==> src/rtl/apb4_req_bridge_pkg.sv <==
// -----------------------------------------------------------------------------
// apb4_req_bridge_pkg
// Shared types and constants for the APB4 request bridge.
//   bridge_state_e    : transfer FSM states (IDLE -> SETUP -> ACCESS -> RESP)
//   APB4_PROT_DEFAULT : pprot value driven on every transfer
//   TMO_CNT_W         : width of the optional ACCESS-phase timeout counter
// -----------------------------------------------------------------------------
package apb4_req_bridge_pkg;

   typedef enum logic [1:0] {
      IDLE   = 2'd0,
      SETUP  = 2'd1,
      ACCESS = 2'd2,
      RESP   = 2'd3
   } bridge_state_e;

   localparam logic [2:0] APB4_PROT_DEFAULT = 3'b000;
   localparam int         TMO_CNT_W         = 8;

endpackage

==> src/rtl/apb4_req_bridge_tmo.sv <==
// -----------------------------------------------------------------------------
// apb4_req_bridge_tmo
// ACCESS-phase timeout counter for apb4_req_bridge (only instantiated when
// APB4_REQ_BRIDGE_TMO_EN is defined).
// Ports:
//   pclk_i, presetn_i : clock, synchronous active-low reset
//   clr_i             : clear the count (asserted the cycle before ACCESS)
//   en_i              : one ACCESS cycle with pready low
//   expired_o         : high during the TMO_CYCLES-th waiting ACCESS cycle
// -----------------------------------------------------------------------------
module apb4_req_bridge_tmo
   import apb4_req_bridge_pkg::*;
#(
   parameter int TMO_CYCLES = 255
) (
   input  logic pclk_i,
   input  logic presetn_i,
   input  logic clr_i,
   input  logic en_i,
   output logic expired_o
);

   // cnt_q holds the number of waiting cycles already completed, so the
   // current waiting cycle is the last one when cnt_q == TMO_CYCLES-1.
   localparam logic [TMO_CNT_W-1:0] TMO_LAST = TMO_CNT_W'(TMO_CYCLES - 1);
   localparam logic [TMO_CNT_W-1:0] CNT_MAX  = {TMO_CNT_W{1'b1}};

   logic [TMO_CNT_W-1:0] cnt_q;
   logic [TMO_CNT_W-1:0] cnt_d;

   // Next count: clear, saturating increment, or hold.
   always_comb begin
      cnt_d = cnt_q;
      if (clr_i) begin
         cnt_d = {TMO_CNT_W{1'b0}};
      end else if (en_i && (cnt_q != CNT_MAX)) begin
         cnt_d = cnt_q + TMO_CNT_W'(1);
      end else begin
         cnt_d = cnt_q;
      end
   end

   // Count register.
   always_ff @(posedge pclk_i) begin
      if (!presetn_i) begin
         cnt_q <= {TMO_CNT_W{1'b0}};
      end else begin
         cnt_q <= cnt_d;
      end
   end

   assign expired_o = en_i && (cnt_q == TMO_LAST);

endmodule

==> src/rtl/apb4_req_bridge.sv <==
// -----------------------------------------------------------------------------
// apb4_req_bridge
// Converts a valid/ready request channel into single APB4 SETUP/ACCESS
// transfers and returns a valid/ready response. One transfer in flight.
// Optional feature macro: APB4_REQ_BRIDGE_TMO_EN (ACCESS-phase timeout that
// returns an error response after TMO_CYCLES waiting cycles).
// Ports:
//   pclk, presetn            : clock, synchronous active-low reset
//   req_valid_i/req_ready_o  : request handshake
//   req_write_i, req_addr_i, req_wdata_i, req_wstrb_i : request payload
//   rsp_valid_o/rsp_ready_i  : response handshake
//   rsp_rdata_o, rsp_err_o   : read data (0 on writes/errors), error flag
//   paddr..pstrb             : APB4 master outputs
//   pready, prdata, pslverr  : APB4 slave inputs
// -----------------------------------------------------------------------------
module apb4_req_bridge #(
   parameter int ADDR_WIDTH = 32,
   parameter int DATA_WIDTH = 32,
   parameter int TMO_CYCLES = 255
) (
   input  logic                    pclk,
   input  logic                    presetn,
   input  logic                    req_valid_i,
   output logic                    req_ready_o,
   input  logic                    req_write_i,
   input  logic [ADDR_WIDTH-1:0]   req_addr_i,
   input  logic [DATA_WIDTH-1:0]   req_wdata_i,
   input  logic [DATA_WIDTH/8-1:0] req_wstrb_i,
   output logic                    rsp_valid_o,
   input  logic                    rsp_ready_i,
   output logic [DATA_WIDTH-1:0]   rsp_rdata_o,
   output logic                    rsp_err_o,
   output logic [ADDR_WIDTH-1:0]   paddr,
   output logic [2:0]              pprot,
   output logic                    psel,
   output logic                    penable,
   output logic                    pwrite,
   output logic [DATA_WIDTH-1:0]   pwdata,
   output logic [DATA_WIDTH/8-1:0] pstrb,
   input  logic                    pready,
   input  logic [DATA_WIDTH-1:0]   prdata,
   input  logic                    pslverr
);

   import apb4_req_bridge_pkg::*;

   localparam int STRB_W = DATA_WIDTH / 8;

   if (DATA_WIDTH != 32) begin : g_dw_chk
      $error("apb4_req_bridge: DATA_WIDTH must be 32");
   end
   if (ADDR_WIDTH < 3) begin : g_aw_chk
      $error("apb4_req_bridge: ADDR_WIDTH must be >= 3");
   end
   if ((TMO_CYCLES < 1) || (TMO_CYCLES > 255)) begin : g_tmo_chk
      $error("apb4_req_bridge: TMO_CYCLES must be in 1..255");
   end

   bridge_state_e           state_q, state_d;
   logic                    ready_q, psel_q, penable_q, rsp_valid_q;
   logic [ADDR_WIDTH-1:0]   paddr_q, paddr_d;
   logic                    pwrite_q, pwrite_d;
   logic [DATA_WIDTH-1:0]   pwdata_q, pwdata_d;
   logic [STRB_W-1:0]       pstrb_q, pstrb_d;
   logic [DATA_WIDTH-1:0]   rdata_q, rdata_d;
   logic                    err_q, err_d;
   logic                    accept_s;
   logic                    tmo_expired_s;

   assign accept_s = (state_q == IDLE) && req_valid_i;

`ifdef APB4_REQ_BRIDGE_TMO_EN
   apb4_req_bridge_tmo #(
      .TMO_CYCLES (TMO_CYCLES)
   ) u_tmo (
      .pclk_i    (pclk),
      .presetn_i (presetn),
      .clr_i     (state_q == SETUP),
      .en_i      ((state_q == ACCESS) && !pready),
      .expired_o (tmo_expired_s)
   );
`else
   assign tmo_expired_s = 1'b0;
`endif

   // Next-state logic for the transfer FSM.
   always_comb begin
      state_d = state_q;
      case (state_q)
         IDLE: begin
            if (req_valid_i) begin
               state_d = SETUP;
            end else begin
               state_d = IDLE;
            end
         end
         SETUP: begin
            state_d = ACCESS;
         end
         ACCESS: begin
            // pready wins over a timeout in the same cycle.
            if (pready || tmo_expired_s) begin
               state_d = RESP;
            end else begin
               state_d = ACCESS;
            end
         end
         RESP: begin
            if (rsp_ready_i) begin
               state_d = IDLE;
            end else begin
               state_d = RESP;
            end
         end
         default: begin
            state_d = IDLE;
         end
      endcase
   end

   // Request capture: word-aligned address, write data/strobes zeroed on reads.
   always_comb begin
      paddr_d  = paddr_q;
      pwrite_d = pwrite_q;
      pwdata_d = pwdata_q;
      pstrb_d  = pstrb_q;
      if (accept_s) begin
         paddr_d  = req_addr_i & ~(ADDR_WIDTH'(3));
         pwrite_d = req_write_i;
         if (req_write_i) begin
            pwdata_d = req_wdata_i;
            pstrb_d  = req_wstrb_i;
         end else begin
            pwdata_d = {DATA_WIDTH{1'b0}};
            pstrb_d  = {STRB_W{1'b0}};
         end
      end else begin
         paddr_d  = paddr_q;
         pwrite_d = pwrite_q;
      end
   end

   // Response capture: read data only for error-free reads; timeout is an error.
   always_comb begin
      rdata_d = rdata_q;
      err_d   = err_q;
      if ((state_q == ACCESS) && pready) begin
         err_d = pslverr;
         if (!pwrite_q && !pslverr) begin
            rdata_d = prdata;
         end else begin
            rdata_d = {DATA_WIDTH{1'b0}};
         end
      end else if ((state_q == ACCESS) && tmo_expired_s) begin
         err_d   = 1'b1;
         rdata_d = {DATA_WIDTH{1'b0}};
      end else if ((state_q == RESP) && rsp_ready_i) begin
         err_d   = 1'b0;
         rdata_d = {DATA_WIDTH{1'b0}};
      end else begin
         err_d   = err_q;
         rdata_d = rdata_q;
      end
   end

   // State, request and response registers; handshake/APB strobes decoded
   // from the next state so every output comes straight from a flop.
   always_ff @(posedge pclk) begin
      if (!presetn) begin
         state_q     <= IDLE;
         ready_q     <= 1'b1;
         psel_q      <= 1'b0;
         penable_q   <= 1'b0;
         rsp_valid_q <= 1'b0;
         paddr_q     <= {ADDR_WIDTH{1'b0}};
         pwrite_q    <= 1'b0;
         pwdata_q    <= {DATA_WIDTH{1'b0}};
         pstrb_q     <= {STRB_W{1'b0}};
         rdata_q     <= {DATA_WIDTH{1'b0}};
         err_q       <= 1'b0;
      end else begin
         state_q     <= state_d;
         ready_q     <= (state_d == IDLE);
         psel_q      <= (state_d == SETUP) || (state_d == ACCESS);
         penable_q   <= (state_d == ACCESS);
         rsp_valid_q <= (state_d == RESP);
         paddr_q     <= paddr_d;
         pwrite_q    <= pwrite_d;
         pwdata_q    <= pwdata_d;
         pstrb_q     <= pstrb_d;
         rdata_q     <= rdata_d;
         err_q       <= err_d;
      end
   end

   assign req_ready_o = ready_q;
   assign rsp_valid_o = rsp_valid_q;
   assign rsp_rdata_o = rdata_q;
   assign rsp_err_o   = err_q;
   assign paddr       = paddr_q;
   assign pprot       = APB4_PROT_DEFAULT;
   assign psel        = psel_q;
   assign penable     = penable_q;
   assign pwrite      = pwrite_q;
   assign pwdata      = pwdata_q;
   assign pstrb       = pstrb_q;

endmodule

==> config.mk <==
export PLATFORM = sky130hd
export DESIGN_NAME = apb4_req_bridge
export DESIGN_NICKNAME = d
export VERILOG_FILES = /design/src/rtl/apb4_req_bridge_pkg.sv /design/src/rtl/apb4_req_bridge_tmo.sv /design/src/rtl/apb4_req_bridge.sv
export SDC_FILE = /design/constraint.sdc
export NUM_CORES = 1
export LEC_CHECK = 0
export BUFFER_PORTS_ARGS = -buffer_cell sky130_fd_sc_hd__buf_2
export CAP_MARGIN = 25
export CORE_ASPECT_RATIO = 1.75
export CORE_MARGIN = 2
export CORE_UTILIZATION = 44
export CTS_CLUSTER_DIAMETER = 80
export CTS_CLUSTER_SIZE = 10
export DETAILED_ROUTE_END_ITERATION = 6
export GPL_ROUTABILITY_DRIVEN = 0
export PLACE_DENSITY = 0.8
export SLEW_MARGIN = 30
export SYNTH_ARGS = -nofsm -noshare
export SYNTH_HDL_FRONTEND = slang
export SYNTH_SLANG_ARGS = --single-unit
==> constraint.sdc <==
create_clock -name pclk -period 1.67 [get_ports pclk]
set_input_delay 0.0835 -clock pclk [delete_from_list [all_inputs] [get_ports pclk]]
set_output_delay 0.0835 -clock pclk [all_outputs]
set_load 0.02 [all_outputs]
* Yosys cells after proc, flatten, opt, wreduce, memory -nomap -nowiden
Cells that the tools add are included.
** Storage, ports and cells
- Register bits after elaboration :: 106
- Input port bits :: 107
- Output and inout port bits :: 109
- Logic and storage cells :: 38
** Operators by class
- Equal/unequal tests :: 6
- Muxes and demuxes :: 11
- Reductions and logical operators :: 10
** Operator list (count)
- $mux 32 :: 4
- $eq 2x2->1 const B :: 4
- $pmux 2 s4 :: 1
- $eq 2x1->1 const B :: 2
- $logic_and 1x1->1 :: 4
- $logic_not 2->1 :: 2
- $mux 1 :: 4
- $mux 4 :: 1
- $logic_not 1->1 :: 2
- $mux 2 :: 1
- $reduce_bool 2->1 :: 1
- $logic_or 1x1->1 :: 1

* Logic depth before layout (Yosys ltp)
- Word-level depth :: 4
- Gate-level depth with buffers :: 6
- Mapped depth without buffers :: 3

* Worst setup path after synthesis
No wires, ideal clock.
- Path type :: register to register
- From :: reg state_q[0]
- To :: reg rdata_q[10] (netlist: rsp_rdata_o[10])
- Library setup time :: 0.059 ns
- Data arrival time :: 1.271 ns
- Data required time :: 1.611 ns
- Slack :: 0.340 ns
- Cell stages (with the launch flop) :: 5
- Buffers on the path :: 1
- Clock period less this slack :: 1.330 ns
- Cell sequence :: dfxtp_1 mux2_1 a21boi_2 buf_6 a22o_1
** On the way
- Longest elaborated chain between the ends :: 3
- Elaborated cells on any way between the ends :: 6
- Those cells by class :: eq/ne (2); mux (1); reduce/logical (3)
** Ends and longest elaborated chain
- from (decl) :: line apb4_req_bridge.sv:59 : bridge_state_e state_q, state_d;
- from (signal assigned) :: line apb4_req_bridge.sv:182 : state_q <= state_d;
- $eq 2x2->1, on equally long branches :: line apb4_req_bridge.sv:147, apb4_req_bridge.sv:157
- $logic_and 1x1->1, on equally long branches :: line apb4_req_bridge.sv:147, apb4_req_bridge.sv:157
- $mux 32 / $reduce_bool 2->1 (equally long branches)
- to (signal assigned) :: line apb4_req_bridge.sv:179 : rdata_q <= {DATA_WIDTH{1'b0}};
- to (signal assigned) :: line apb4_req_bridge.sv:191 : rdata_q <= rdata_d;
- to (decl) :: line apb4_req_bridge.sv:65 : logic [DATA_WIDTH-1:0] rdata_q, rdata_d;
Parallel ways exist; a longest one is shown, timed or not.
A chain may end at the register's enable or synchronous reset.

* Worst setup path after layout
- From :: reg state_q[0]
- To :: reg rdata_q[9] (netlist: rsp_rdata_o[9])
The elaborated chain is that of the path after synthesis.

==> summary.txt <==
Outcome
  • Outcome: complete, no violations

Setup path
  • Crit path max-delay family: flip-flops
  • Max Fanout on Critical Path: 32
  • Crit-path cells: mux2_1, a21boi_2, buf_12, a22o_1
  • Slowest cell on crit path: dfxtp_1
  • CP Buf/Inv Count: 1
  • WP depth: 4
  • RR Startpoint: state_q[0]$_SDFF_PN0_
  • Setup CP Type: flop to flop
  • CP endpoint kind: flop
  • Worst R2R End: rsp_rdata_o[9]$_SDFFE_PN0P_
  • Crit path largest cell delay: roughly 0.5 ns
  • CP startpoint kind: flop
  • Worst Reg2Reg Path Length in Cells: 4
  • CP required: 1.94 ns
  • R2r setup slk: around 0.14 ns
  • CP arrival: roughly 1.8 ns
  • Critical Path Source: state_q[0]$_SDFF_PN0_
  • Worst setup endpoint: rsp_rdata_o[9]$_SDFFE_PN0P_

Synth
  • Syn Area/Cell: 9.54 um2
  • Synthesized flop and latch total: 106
  • YS warnings: 0
  • Post-Syn Area: between 3000 and 4000 um2
  • Post-synth cell types: 29
  • Post-synth ARST share: 0%
  • Cells after Synth: 407
  • Top FF cell, synth: dfxtp_1
  • Number of flops mapped to enable cells by yosys: 0
  • Register area share after synthesis: a little over half

Timing
  • Shortest period the worst path allows: about 1.5 ns
  • RSZ-0062 raised after global routing: no
  • Slew Limit Headroom: 56.6%
  • Setup_tns: 0 ns
  • Final setup skew: approximately 0.0093 ns
  • Final setup viols: 0
  • Hold WS: 0.0112 ns
  • Pins Over Slew Limit: 0
  • Final period util: between 90% and 100%
  • Worst-Margin Slew: approximately 0.65 ns
  • FMAX: 0.653 GHz
  • Final hold vios: 0
  • Final worst slack: about 0.14 ns

Placement
  • IO buf count: ~210
  • Cell Area, Placed: around 5000 um2
  • Setup WS pre-CTS: 0.181 ns
  • Dpl hpwl: between 7000 and 8000 um

Finish
  • Fill cells: around 650
  • Area growth, synth to finish: 52.2%
  • Area of the multi-input gates: between 1500 and 2000 um2
  • Commonest non-fill, non-tap cell in the layout: buf_2
  • Most frequent cells in the layout: 208 x buf_2, 106 x dfxtp_1, 101 x nand2_1
  • Finished Cell Area: 5910 um2
  • N_diodes: 0
  • Share of cells above drive strength 1: a little over a third
  • Nets: 767
  • Register area: approximately 2100 um2

Clock tree
  • H-tree Lvls: 3
  • CTS Sinks: between 100 and 150
  • Clk_lat worst skew: between 0.3 and 0.4 ns
  • Root buf cell: clkbuf_16
  • CTS Buffer Depth: 2
  • TritonCTS buffer count: 9
  • Worst-path clk slew: around 0.070 ns
  • Post_cts resized: 0
  • CTS tree: yes

Power
  • Cell internal pwr: between 4 and 5 mW
  • P_sw: roughly 1.5 mW
  • Comb power frac: approximately 16%
  • Max VDD drop: a little over 900 uV
  • Cell Pwr Density: slightly below 1000 nW/um2
  • Sw frac: between 20% and 30%
  • Lkg Pwr: approximately 2.8 nW
  • Sequential Power Share: 46.6%
  • Clock share of power: 37.6%

Routing
  • Vias/cell: approximately 5
  • Total number of vias: 4000
  • Drt first pass iters: 4
  • Routed WL: 11900 um
  • Iter 0 DRT Violations: 99
  • Post-route DRC: 0
  • Routed len/inst: 15.2 um
  • Final ANT Viol Nets: 0

Min path
  • Hold Crit Class: input port to flop

Floorplanning
  • Row Count: 45
  • Die Y: about 130 um
  • Die area: 9620 um2
  • Top Ports: approximately 220
  • Starting density of the core: 45.1%
  • Die W: around 75 um
  • Core area: ~8600 um2

Global routing
  • First-pass GRT wire length: roughly 19000 um
  • GRT overflow: 0
  • Vias in the first global route: between 3000 and 4000
  • Initial antenna violation count: 0
  • Largest net degree at the start of global routing: 68
  • Total GRT Usage: 24.5%

Run
  • Max cap viols: 0
==> metrics by stage <==
step | utilization, % | instances | power [mW]
3_5_place_dp | 57.8 | 704 | 3.55
5_1_grt | 68.6 | 782 | 6.06
3_3_place_gp | 57.8 | 704 | 3.52
4_1_cts | 68.6 | 782 | 5.84
6_report | 68.6 | 782 | 5.82
2_1_floorplan | - | 411 | 3.25
==> synth_stat cells (3+ instances only) <==
| master | n | area share (%) |
|---|---|---|
| dfxtp_1 | 106 | 55 |
| nand2_1 | 101 | 9.8 |
| a21boi_1 | 60 | 12 |
| nand3_1 | 38 | 4.9 |
| a22o_1 | 32 | 7.2 |
| clkbuf_1 | 18 | 1.7 |
| a21boi_0 | 10 | 1.9 |
| buf_2 | 9 | 1.2 |
| buf_4 | 6 | 1.2 |
| buf_6 | 6 | 1.7 |
| nand2b_1 | 3 | 0.48 |
==> power by group through the flow <==
| stage | registers [mW] | logic [mW] | clock network, mW |
|---|---|---|---|
| after floorplan | 2.90 | 0.349 | 0 |
| after global placement | 2.76 | 0.766 | 0 |
| after detailed placement | 2.76 | 0.787 | 0 |
| after CTS | 2.71 | 0.903 | 2.23 |
| after global routing | 2.72 | 0.994 | 2.34 |
| final | 2.71 | 0.916 | 2.19 |
==> layout make-up <==
cell class | instances | share of cell area (%)
sequential | 106 | 35.9
timing repair buffer | 278 | 30.0
multi-input combinational | 265 | 26.4
clock buffer | 11 | 3.94
tap | 117 | 2.48
clock inverter | 5 | 1.33
==> tightest hold or removal path: stages <==
cell and delay [ns]:
buf_2 0.10, nand3_1 0.07, a21boi_1 0.06
==> what timing repair did <==
| item | CTS | global route |
|---|---|---|
| endpoints found under the hold margin | 62 | 0 |
| buffers inserted | 0 | 0 |
| hold buffers | 62 | 0 |
==> worst min path at each step <==
stage	start	to	cells past startpoint
finish	req_wdata_i[2]	pwdata[2]$_SDFFE_PN0P_	3
global route	req_wdata_i[1]	pwdata[1]$_SDFFE_PN0P_	3
CTS	req_wdata_i[2]	pwdata[2]$_SDFFE_PN0P_	3
detailed placement	prdata[16]	rsp_rdata_o[16]$_SDFFE_PN0P_	2
global placement	prdata[3]	rsp_rdata_o[3]$_SDFFE_PN0P_	2
floorplan	rsp_ready_i	rsp_valid_o$_SDFF_PN0_	1
==> registers in the layout, indices dropped and copies added (netlist names) <==
register / flops
psel: 1
paddr: 30
pwdata: 32
pwrite: 1
penable: 1
state_q: 2
req_ready_o: 1
rsp_err_o: 1
pstrb: 4
rsp_valid_o: 1
rsp_rdata_o: 32
==> kinds of logic after synthesis <==
logic type / share of synthesized area (%)
muxes: 0.548
and+or+nand+nor: 16.4
other: 0.0966
AOI/OAI and AO/OA: 22.4
buffers and inverters: 5.90
DFF: 54.6
==> routing by layer <==
layer | GRT usage [%] | wire (um)
met5 | 0 | 0
met4 | 10.7 | 367
met3 | 6.84 | 917
met2 | 43.3 | 6310
met1 | 26.2 | 4300
No activity file was read; power rests on OpenSTA's default activity.
